$ cat src/rtl/match_sequencer_if.sv
// rtl/match_sequencer_if.sv - serve/rally/score bundle between the sequencer and its rally datapath

interface match_sequencer_if;
  logic       new_game;
  logic       serve_ack;
  logic       point_a;
  logic       point_b;
  logic       serve_req;
  logic       server;
  logic       rally_active;
  logic [4:0] score_a;
  logic [4:0] score_b;
  logic       game_over;
  logic       winner;

  modport master (
    output new_game, serve_ack, point_a, point_b,
    input  serve_req, server, rally_active, score_a, score_b, game_over, winner
  );

  modport slave (
    input  new_game, serve_ack, point_a, point_b,
    output serve_req, server, rally_active, score_a, score_b, game_over, winner
  );
endinterface

$ cat src/rtl/match_sequencer.sv
// rtl/match_sequencer.sv - game sequencer for serves, rallies, scoring and serve rotation (optional MATCH_SEQUENCER_DEUCE_EN)

module match_sequencer #(
  parameter int WIN_SCORE    = 11,
  parameter int SERVE_ROTATE = 2
) (
  input  logic              clk_in,
  input  logic              rst,
  match_sequencer_if.slave  bus
);

  localparam logic [2:0] S_IDLE  = 3'd0;
  localparam logic [2:0] S_SERVE = 3'd1;
  localparam logic [2:0] S_RALLY = 3'd2;
  localparam logic [2:0] S_SCORE = 3'd3;
  localparam logic [2:0] S_DONE  = 3'd4;

  localparam int         CW       = (SERVE_ROTATE > 1) ? $clog2(SERVE_ROTATE + 1) : 1;
  localparam logic [CW-1:0] ROT_LAST = CW'(SERVE_ROTATE - 1);
  localparam logic [4:0] WIN      = 5'(WIN_SCORE);
  localparam logic [4:0] SAT      = 5'd31;

  logic [2:0]    state_q, state_d;
  logic [4:0]    score_a_q, score_a_d;
  logic [4:0]    score_b_q, score_b_d;
  logic          server_q, server_d;
  logic [CW-1:0] cnt_q, cnt_d;
  logic          winner_q, winner_d;

  logic deuce;
  logic a_wins;
  logic b_wins;

`ifdef MATCH_SEQUENCER_DEUCE_EN
  localparam logic [4:0] WIN_M1 = 5'(WIN_SCORE - 1);
  // Deuce: both players one point from winning; a win then needs a two-point lead.
  assign deuce  = (score_a_q >= WIN_M1) && (score_b_q >= WIN_M1);
  assign a_wins = ((score_a_q >= WIN) && ({1'b0, score_a_q} >= ({1'b0, score_b_q} + 6'd2)))
                  || (score_a_q == SAT);
  assign b_wins = ((score_b_q >= WIN) && ({1'b0, score_b_q} >= ({1'b0, score_a_q} + 6'd2)))
                  || (score_b_q == SAT);
`else
  assign deuce  = 1'b0;
  assign a_wins = (score_a_q >= WIN) || (score_a_q == SAT);
  assign b_wins = (score_b_q >= WIN) || (score_b_q == SAT);
`endif

  // Next-state and score/serve bookkeeping; new_game overrides everything else.
  always_comb begin
    state_d   = state_q;
    score_a_d = score_a_q;
    score_b_d = score_b_q;
    server_d  = server_q;
    cnt_d     = cnt_q;
    winner_d  = winner_q;
    if (bus.new_game) begin
      state_d   = S_SERVE;
      score_a_d = '0;
      score_b_d = '0;
      server_d  = 1'b0;
      cnt_d     = '0;
      winner_d  = 1'b0;
    end else begin
      case (state_q)
        S_IDLE, S_DONE: ;
        S_SERVE: if (bus.serve_ack) state_d = S_RALLY;
        S_RALLY: begin
          if (bus.point_a && bus.point_b) begin
            state_d = S_SERVE;
          end else if (bus.point_a) begin
            state_d = S_SCORE;
            if (score_a_q != SAT) score_a_d = score_a_q + 5'd1;
          end else if (bus.point_b) begin
            state_d = S_SCORE;
            if (score_b_q != SAT) score_b_d = score_b_q + 5'd1;
          end
        end
        S_SCORE: begin
          if (a_wins || b_wins) begin
            state_d  = S_DONE;
            winner_d = (score_b_q > score_a_q);
          end else begin
            state_d = S_SERVE;
            if (deuce || (cnt_q == ROT_LAST)) begin
              server_d = ~server_q;
              cnt_d    = '0;
            end else begin
              cnt_d = cnt_q + CW'(1);
            end
          end
        end
        default: state_d = S_IDLE;
      endcase
    end
  end

  // State registers with asynchronous reset back to an idle, cleared game.
  always_ff @(posedge clk_in or posedge rst) begin
    if (rst) begin
      state_q   <= S_IDLE;
      score_a_q <= '0;
      score_b_q <= '0;
      server_q  <= 1'b0;
      cnt_q     <= '0;
      winner_q  <= 1'b0;
    end else begin
      state_q   <= state_d;
      score_a_q <= score_a_d;
      score_b_q <= score_b_d;
      server_q  <= server_d;
      cnt_q     <= cnt_d;
      winner_q  <= winner_d;
    end
  end

  assign bus.serve_req    = (state_q == S_SERVE);
  assign bus.rally_active = (state_q == S_RALLY);
  assign bus.game_over    = (state_q == S_DONE);
  assign bus.server       = server_q;
  assign bus.score_a      = score_a_q;
  assign bus.score_b      = score_b_q;
  assign bus.winner       = winner_q;

endmodule

$ cat src/flat_wrapper.sv
// flat-port wrapper written by rule: the top's interface ports become plain ports
module match_sequencer_flat 
#(
  parameter int WIN_SCORE    = 11,
  parameter int SERVE_ROTATE = 2
)
  (clk_in, rst, bus_new_game, bus_serve_ack, bus_point_a, bus_point_b, bus_serve_req, bus_server, bus_rally_active, bus_score_a, bus_score_b, bus_game_over, bus_winner);
  match_sequencer_if bus_i ();
  input  logic clk_in;
  input  logic rst;
  input wire logic [$bits(bus_i.new_game)-1:0] bus_new_game;
  input wire logic [$bits(bus_i.serve_ack)-1:0] bus_serve_ack;
  input wire logic [$bits(bus_i.point_a)-1:0] bus_point_a;
  input wire logic [$bits(bus_i.point_b)-1:0] bus_point_b;
  output wire logic [$bits(bus_i.serve_req)-1:0] bus_serve_req;
  output wire logic [$bits(bus_i.server)-1:0] bus_server;
  output wire logic [$bits(bus_i.rally_active)-1:0] bus_rally_active;
  output wire logic [$bits(bus_i.score_a)-1:0] bus_score_a;
  output wire logic [$bits(bus_i.score_b)-1:0] bus_score_b;
  output wire logic [$bits(bus_i.game_over)-1:0] bus_game_over;
  output wire logic [$bits(bus_i.winner)-1:0] bus_winner;
  assign bus_i.new_game = bus_new_game;
  assign bus_i.serve_ack = bus_serve_ack;
  assign bus_i.point_a = bus_point_a;
  assign bus_i.point_b = bus_point_b;
  assign bus_serve_req = bus_i.serve_req;
  assign bus_server = bus_i.server;
  assign bus_rally_active = bus_i.rally_active;
  assign bus_score_a = bus_i.score_a;
  assign bus_score_b = bus_i.score_b;
  assign bus_game_over = bus_i.game_over;
  assign bus_winner = bus_i.winner;
  match_sequencer #(.WIN_SCORE(WIN_SCORE), .SERVE_ROTATE(SERVE_ROTATE)) u_core (.clk_in(clk_in), .rst(rst), .bus(bus_i));
endmodule
$ cat config.mk
export PLATFORM = sky130hd
export DESIGN_NAME = match_sequencer_flat
export DESIGN_NICKNAME = d
export VERILOG_FILES = /design/src/rtl/match_sequencer_if.sv /design/src/rtl/match_sequencer.sv /design/src/flat_wrapper.sv
export SDC_FILE = /design/constraint.sdc
export NUM_CORES = 1
export LEC_CHECK = 0
export CAP_MARGIN = 15
export CORE_ASPECT_RATIO = 2
export CORE_MARGIN = 2
export CORE_UTILIZATION = 35
export DETAILED_ROUTE_END_ITERATION = 7
export GPL_TIMING_DRIVEN = 0
export PLACE_DENSITY = 0.68
export SYNTH_ARGS = -nofsm -noshare
export SYNTH_HDL_FRONTEND = slang
export SYNTH_SLANG_ARGS = --single-unit
$ cat constraint.sdc
create_clock -name clk_in -period 2.1 [get_ports clk_in]
set_clock_uncertainty 0.05 [all_clocks]
set_input_delay 0.315 -clock clk_in [delete_from_list [all_inputs] [get_ports clk_in]]
set_output_delay 0.315 -clock clk_in [all_outputs]
set_load 0.005 [all_outputs]
# [Word-level counts from Yosys, hierarchy flattened]
# Cells that the tools add are included.
[totals] register_bits=17 input_bits=6 out_inout_bits=15 wordCells=77
[op_classes] addsub=3 n_lt_le_gt_ge=3 eq_ne=15 mux=29 n_bitwise=1 n_reduce_logical=20
[ops] op="$mux W5" n=11
[ops] op="$mux W3" n=6
[ops] op="$reduce_bool A2 Y1" n=8
[ops] op="$pmux W3 S4" n=1
[ops] op="$add A5 B1 Y5 const B" n=2
[ops] op="$eq A5 B5 Y1 const B" n=2
[ops] op="$ge A5 B4 Y1 const B" n=2
[ops] op="$ne A5 B5 Y1 const B" n=2
[ops] op="$mux W2" n=4
[ops] op="$ne A2 B2 Y1 const B" n=4
[ops] op="$mux W1" n=7
[ops] op="$eq A3 B2 Y1 const B" n=2
[ops] op="$reduce_and A3 Y1" n=2
[ops] op="$gt A5 B5 Y1" n=1
[ops] op="$ne A5 B4 Y1 const B" n=1
[ops] op="$reduce_and A5 Y1" n=1
[ops] op="$reduce_and A2 Y1" n=2
[ops] op="$reduce_and A4 Y1" n=1
[ops] op="$eq A3 B1 Y1 const B" n=1
[ops] op="$eq A3 B3 Y1 const B" n=1
[ops] op="$logic_not A3 Y1" n=1
[ops] op="$logic_or A1 B1 Y1" n=3
[ops] op="$ne A3 B3 Y1 const B" n=1
[ops] op="$add A2 B1 Y2 const B" n=1
[ops] op="other kinds (4)" n=4

# [Depth between registers and ports, before layout]
[logic_depth] ltp_word=7 ltp_mapped=7 depth_no_buf=7

# [Least setup slack after synthesis]
# No wires, ideal clock.
[synth_timing] kind="register to register" start="reg u_core.score_a_q[0], in the netlist u_core.bus.score_a[0]" end="reg u_core.cnt_q[0]" setup_time_ns=0.127 arrival_time_ns=1.848 required_time_ns=1.923 setup_slack_ns=0.075 path_stages_with_launch=7 n_path_buf=0 period_less_slack_ns=2.025 path_cell_list="dfrtp_1 > ha_1 > and3_1 > ha_1 > nor4_4 > and4b_4 > mux2_1"
[synth_between] elab_chain_cells=5 word_cells_on_any_way=6 classes_between="1 x order compare; 2 x eq/ne; 3 x reduce/logical"
[synth_rtl] element="start, declared" line_no="match_sequencer.sv:24" text="logic [4:0] score_a_q, score_a_d;"
[synth_rtl] element="start signal, assigned" line_no="match_sequencer.sv:108" text="score_a_q <= score_a_d;"
[synth_rtl] element="$ge A5 B4 Y1 / $eq A5 B5 Y1 (equally long branches)" line_no="match_sequencer.sv:44" text="assign a_wins = (score_a_q >= WIN) || (score_a_q == SAT);"
[synth_rtl] element="$logic_or A1 B1 Y1 *" line_no="match_sequencer.sv:44"
[synth_rtl] element="$logic_or A1 B1 Y1 *" line_no="match_sequencer.sv:79" text="if (a_wins || b_wins) begin"
[synth_rtl] element="$ne A2 B2 Y1 (no source line) *"
[synth_rtl] element="$reduce_and A2 Y1 (no source line) *"
[synth_rtl] element="end signal, assigned" line_no="match_sequencer.sv:111" text="cnt_q <= cnt_d;"
[synth_rtl] element="end, declared" line_no="match_sequencer.sv:27" text="logic [CW-1:0] cnt_q, cnt_d;"
# Mark *: on every way between the ends. The rest lies on a longest branch, timed or not.
# A chain may end at the register's enable or synchronous reset.

# [Worst setup path after layout]
[layout_timing] start="reg u_core.score_b_q[0], in the netlist u_core.bus.score_b[0]" end="reg u_core.cnt_q[0]"
[layout_between] elab_chain_cells=5 word_cells_on_any_way=6 classes_between="1 x order compare; 2 x eq/ne; 3 x reduce/logical"
[layout_rtl] element="start, declared" line_no="match_sequencer.sv:25" text="logic [4:0] score_b_q, score_b_d;"
[layout_rtl] element="start signal, assigned" line_no="match_sequencer.sv:109" text="score_b_q <= score_b_d;"
[layout_rtl] element="$ge A5 B4 Y1 / $eq A5 B5 Y1 (equally long branches)" line_no="match_sequencer.sv:45" text="assign b_wins = (score_b_q >= WIN) || (score_b_q == SAT);"
[layout_rtl] element="$logic_or A1 B1 Y1 *" line_no="match_sequencer.sv:45"
[layout_rtl] element="$logic_or A1 B1 Y1 *" line_no="match_sequencer.sv:79"
[layout_rtl] element="$ne A2 B2 Y1 (no source line) *"
[layout_rtl] element="$reduce_and A2 Y1 (no source line) *"
# Marked as above.

==> flow_summary.yaml <==
run_status:
  status: "finished clean"
synth:
  synth_async_sr_flop_share: 1.00
  synth_edf_count: 0
  ys_seq_area_frac: 0.389
  avgSynthCellArea_um2: 9.69
  syn_area_um2: 1090
  postSynthCellCount: 113
  syn-num-nets: 128
  yosysWarnings: 0
  synth_ff_type: "dfrtp_1"
  ys_ff_latch: 17
  ys_types: 33
timing:
  fin_crit_ns: 2.04
  slew_headroom: 0.566
  finalMaxSlewViolations: 0
  hold_violations: 0
  holdWs_ns: 0.403
  tightestPinTransition_ns: 0.651
  rsz0062_at_grt: "yes"
  setup_viol: 0
  fin_ws_ns: 0.0625
  clock.fmax_mhz: 491
  post-route-period-util: 0.970
setup_path:
  cp_common_cell: "ha_2"
  worstSetupPathDepth: 6
  crit_family: "simple AND/OR/NAND/NOR gates"
  r2r_setup_slack_ns: 0.06
  r2r_start: "u_core.bus.score_b[0]$_DFFE_PP0P_"
  arrival_ns: 2.12
  path_buf_inv: 0
  crit_path_start_kind: "flop"
  cp.required_ns: 2.18
  cpMaxStageDelayCell: "dfrtp_1"
  r2r-end: "u_core.cnt_q[0]$_DFFE_PP0P_"
  max_stage_delay_ns: 0.41
  critPathMaxFanout: 4
  critical_path_class: "reg2reg"
  cp-endpoint: "u_core.cnt_q[0]$_DFFE_PP0P_"
  cp_cell_sequence: "ha_2 -> and3_1 -> ha_2 -> nor4_4 -> and4b_4 -> mux2_1"
  end_kind: "flop"
  r2r_cells: 6
  crit_path_start: "u_core.bus.score_b[0]$_DFFE_PP0P_"
detailed_routing:
  top_layer: "met4"
  first_pass_iters: 4
  drt_wl_total_mm: 2.48
  ant_nets: 0
  vias: 930
  drt_iter0_drc: 10
  drc_errors: 0
  via_per_inst: 5.41
  avgRoutedWirePerCell_um: 14.4
  wl_met2_mm: 1.37
  m1WireLength_um: 935
  wl_met3_um: 79
cts:
  cts_tree: "built"
  cts_num_sinks: 17
  cts_buffer_depth: 2
  cts.root.buffer_cell: "clkbuf_8"
  clkSlewWorstSetupHoldPaths_ns: 0.07
  clk_latency_ns: 0.25
  cts_buffers: 3
  h-tree-depth: 1
  cts_hold_buf: 0
global_route:
  antenna_found_initial: 0
  overflow: 0
  grt_max_degree: 18
  first_global_vias: 957
  grt_pass1_wl_mm: 4.47
  globalRouteTotalUtil: 0.158
power_and_ir_drop:
  pwr-share-comb: 0.114
  clkPwrFrac: 0.366
  intPower_w: 0.000507
  vdd_drop_max_uv: 348
  p_sw_frac: 0.232
  power.total_w: 0.000660
  p_switching_w: 0.000153
  p_seq_frac: 0.520
  p_per_area_nw_per_um2: 462
  p_leak_nw: 0.626
final_layout:
  diodes: 0
  final_net_count: 158
  area_growth_pct: 30.5
  drive_above_1_share: 0.169
  final_common_cell: "clkdlybuf4s50_1"
  final_cell_mix: "clkdlybuf4s50_1 (20), nor2_1 (13), dfrtp_1 (13)"
  final_util: 0.480
  design_area_um2: 1430
run:
  drv_cap: 0
floorplanning:
  coreArea_um2: 2980
  die_x_um: 43.5
  ios: 21
  start_util: 0.368
  dieArea_um2: 3620
  rows: 28
  die_h_um: 83.1
placed_design:
  dpl.hpwl_mm: 1.90
  port_buffers: 20
  placed_cell_area_um2: 1330
  gp_congestion: 0.881
  post-place-ws_ns: -0.0517
hold_path:
  hold_path_class: "in2async"
==> cells by family after synthesis <==
family                     synth area share
and+or+nand+nor                       0.279
AOI/OAI and AO/OA                     0.111
DFF                                   0.389
buffers and inverters                0.0411
adders and majority gates             0.103
xor gates and xnor gates             0.0480
muxes                                0.0297
==> stage by stage <==
step	TNS, ns	instances
floorplan	0	113
global placement	-0.0241	163
detailed placement	-0.0517	163
CTS	0	169
global route	0	172
finish	0	172
==> flip-flops by register name, indices dropped and copies added (netlist names) <==
name	count
u_core.state_q	3
u_core.bus.server	1
u_core.bus.winner	1
u_core.cnt_q	2
u_core.bus.score_a	5
u_core.bus.score_b	5
==> worst reg2reg max path, cell delays in order, from the launching register on <==
cell and delay [ns]:
dfrtp_1 0.41, ha_2 0.22, and3_1 0.18, ha_2 0.19, nor4_4 0.25, and4b_4 0.29
mux2_1 0.32
==> per-layer routing <==
metal  vias up  global-route usage
li1        451                   -
met1       447               0.187
met5         -                   0
met3         9              0.0326
met2        23               0.265
met4         0              0.0661
==> synthesized netlist by cell type, types with 3 or more instances <==
master / instances / area share
nor2_1: 13 / 0.045
xnor2_1: 3 / 0.024
dfrtp_1: 17 / 0.39
a21oi_1: 7 / 0.032
and3_1: 3 / 0.017
nand3_1: 7 / 0.032
nor3b_2: 4 / 0.046
nand2b_1: 4 / 0.023
ha_1: 9 / 0.10
xor2_1: 3 / 0.024
nand2_1: 8 / 0.027
inv_1: 8 / 0.027
==> worst min path at each step <==
| stage | from | end |
|---|---|---|
| after floorplan | rst | u_core.bus.score_a[0]$_DFFE_PP0P_ |
| after global placement | u_core.cnt_q[0]$_DFFE_PP0P_ | u_core.cnt_q[1]$_DFFE_PP0P_ |
| after detailed placement | u_core.cnt_q[0]$_DFFE_PP0P_ | u_core.cnt_q[1]$_DFFE_PP0P_ |
| after CTS | rst | u_core.bus.server$_DFFE_PP0P_ |
| after global routing | u_core.cnt_q[0]$_DFFE_PP0P_ | u_core.cnt_q[1]$_DFFE_PP0P_ |
| final | rst | u_core.cnt_q[0]$_DFFE_PP0P_ |
==> final cells by class <==
type / instances / area [um2]
well taps: 30 / 37.5
fillers: 293 / 1550
clock buffers: 4 / 45.0
inverters: 8 / 30.0
flip-flops and latches: 17 / 430
multi-input cells: 85 / 629
plain buffers: 3 / 18.8
repair buffers: 25 / 238
==> power by group through the flow <==
stage	clock network, W	registers, W	logic [W]
CTS	0.000252	0.000342	0.0000745
global route	0.000274	0.000344	0.0000839
finish	0.000242	0.000343	0.0000753
floorplan	0	0.000347	0.0000422
global placement	0	0.000348	0.0000707
detailed placement	0	0.000349	0.0000733
==> repair_timing <==
| action | CTS | global route |
|---|---|---|
| pin swaps | 0 | 3 |
| hold endpoints to repair | 0 | 0 |
| resized for setup | 1 | 6 |
| endpoints found under the setup margin | 1 | 6 |
| setup buffers | 2 | 3 |
Note: power is estimated with default switching activity, not from simulation.
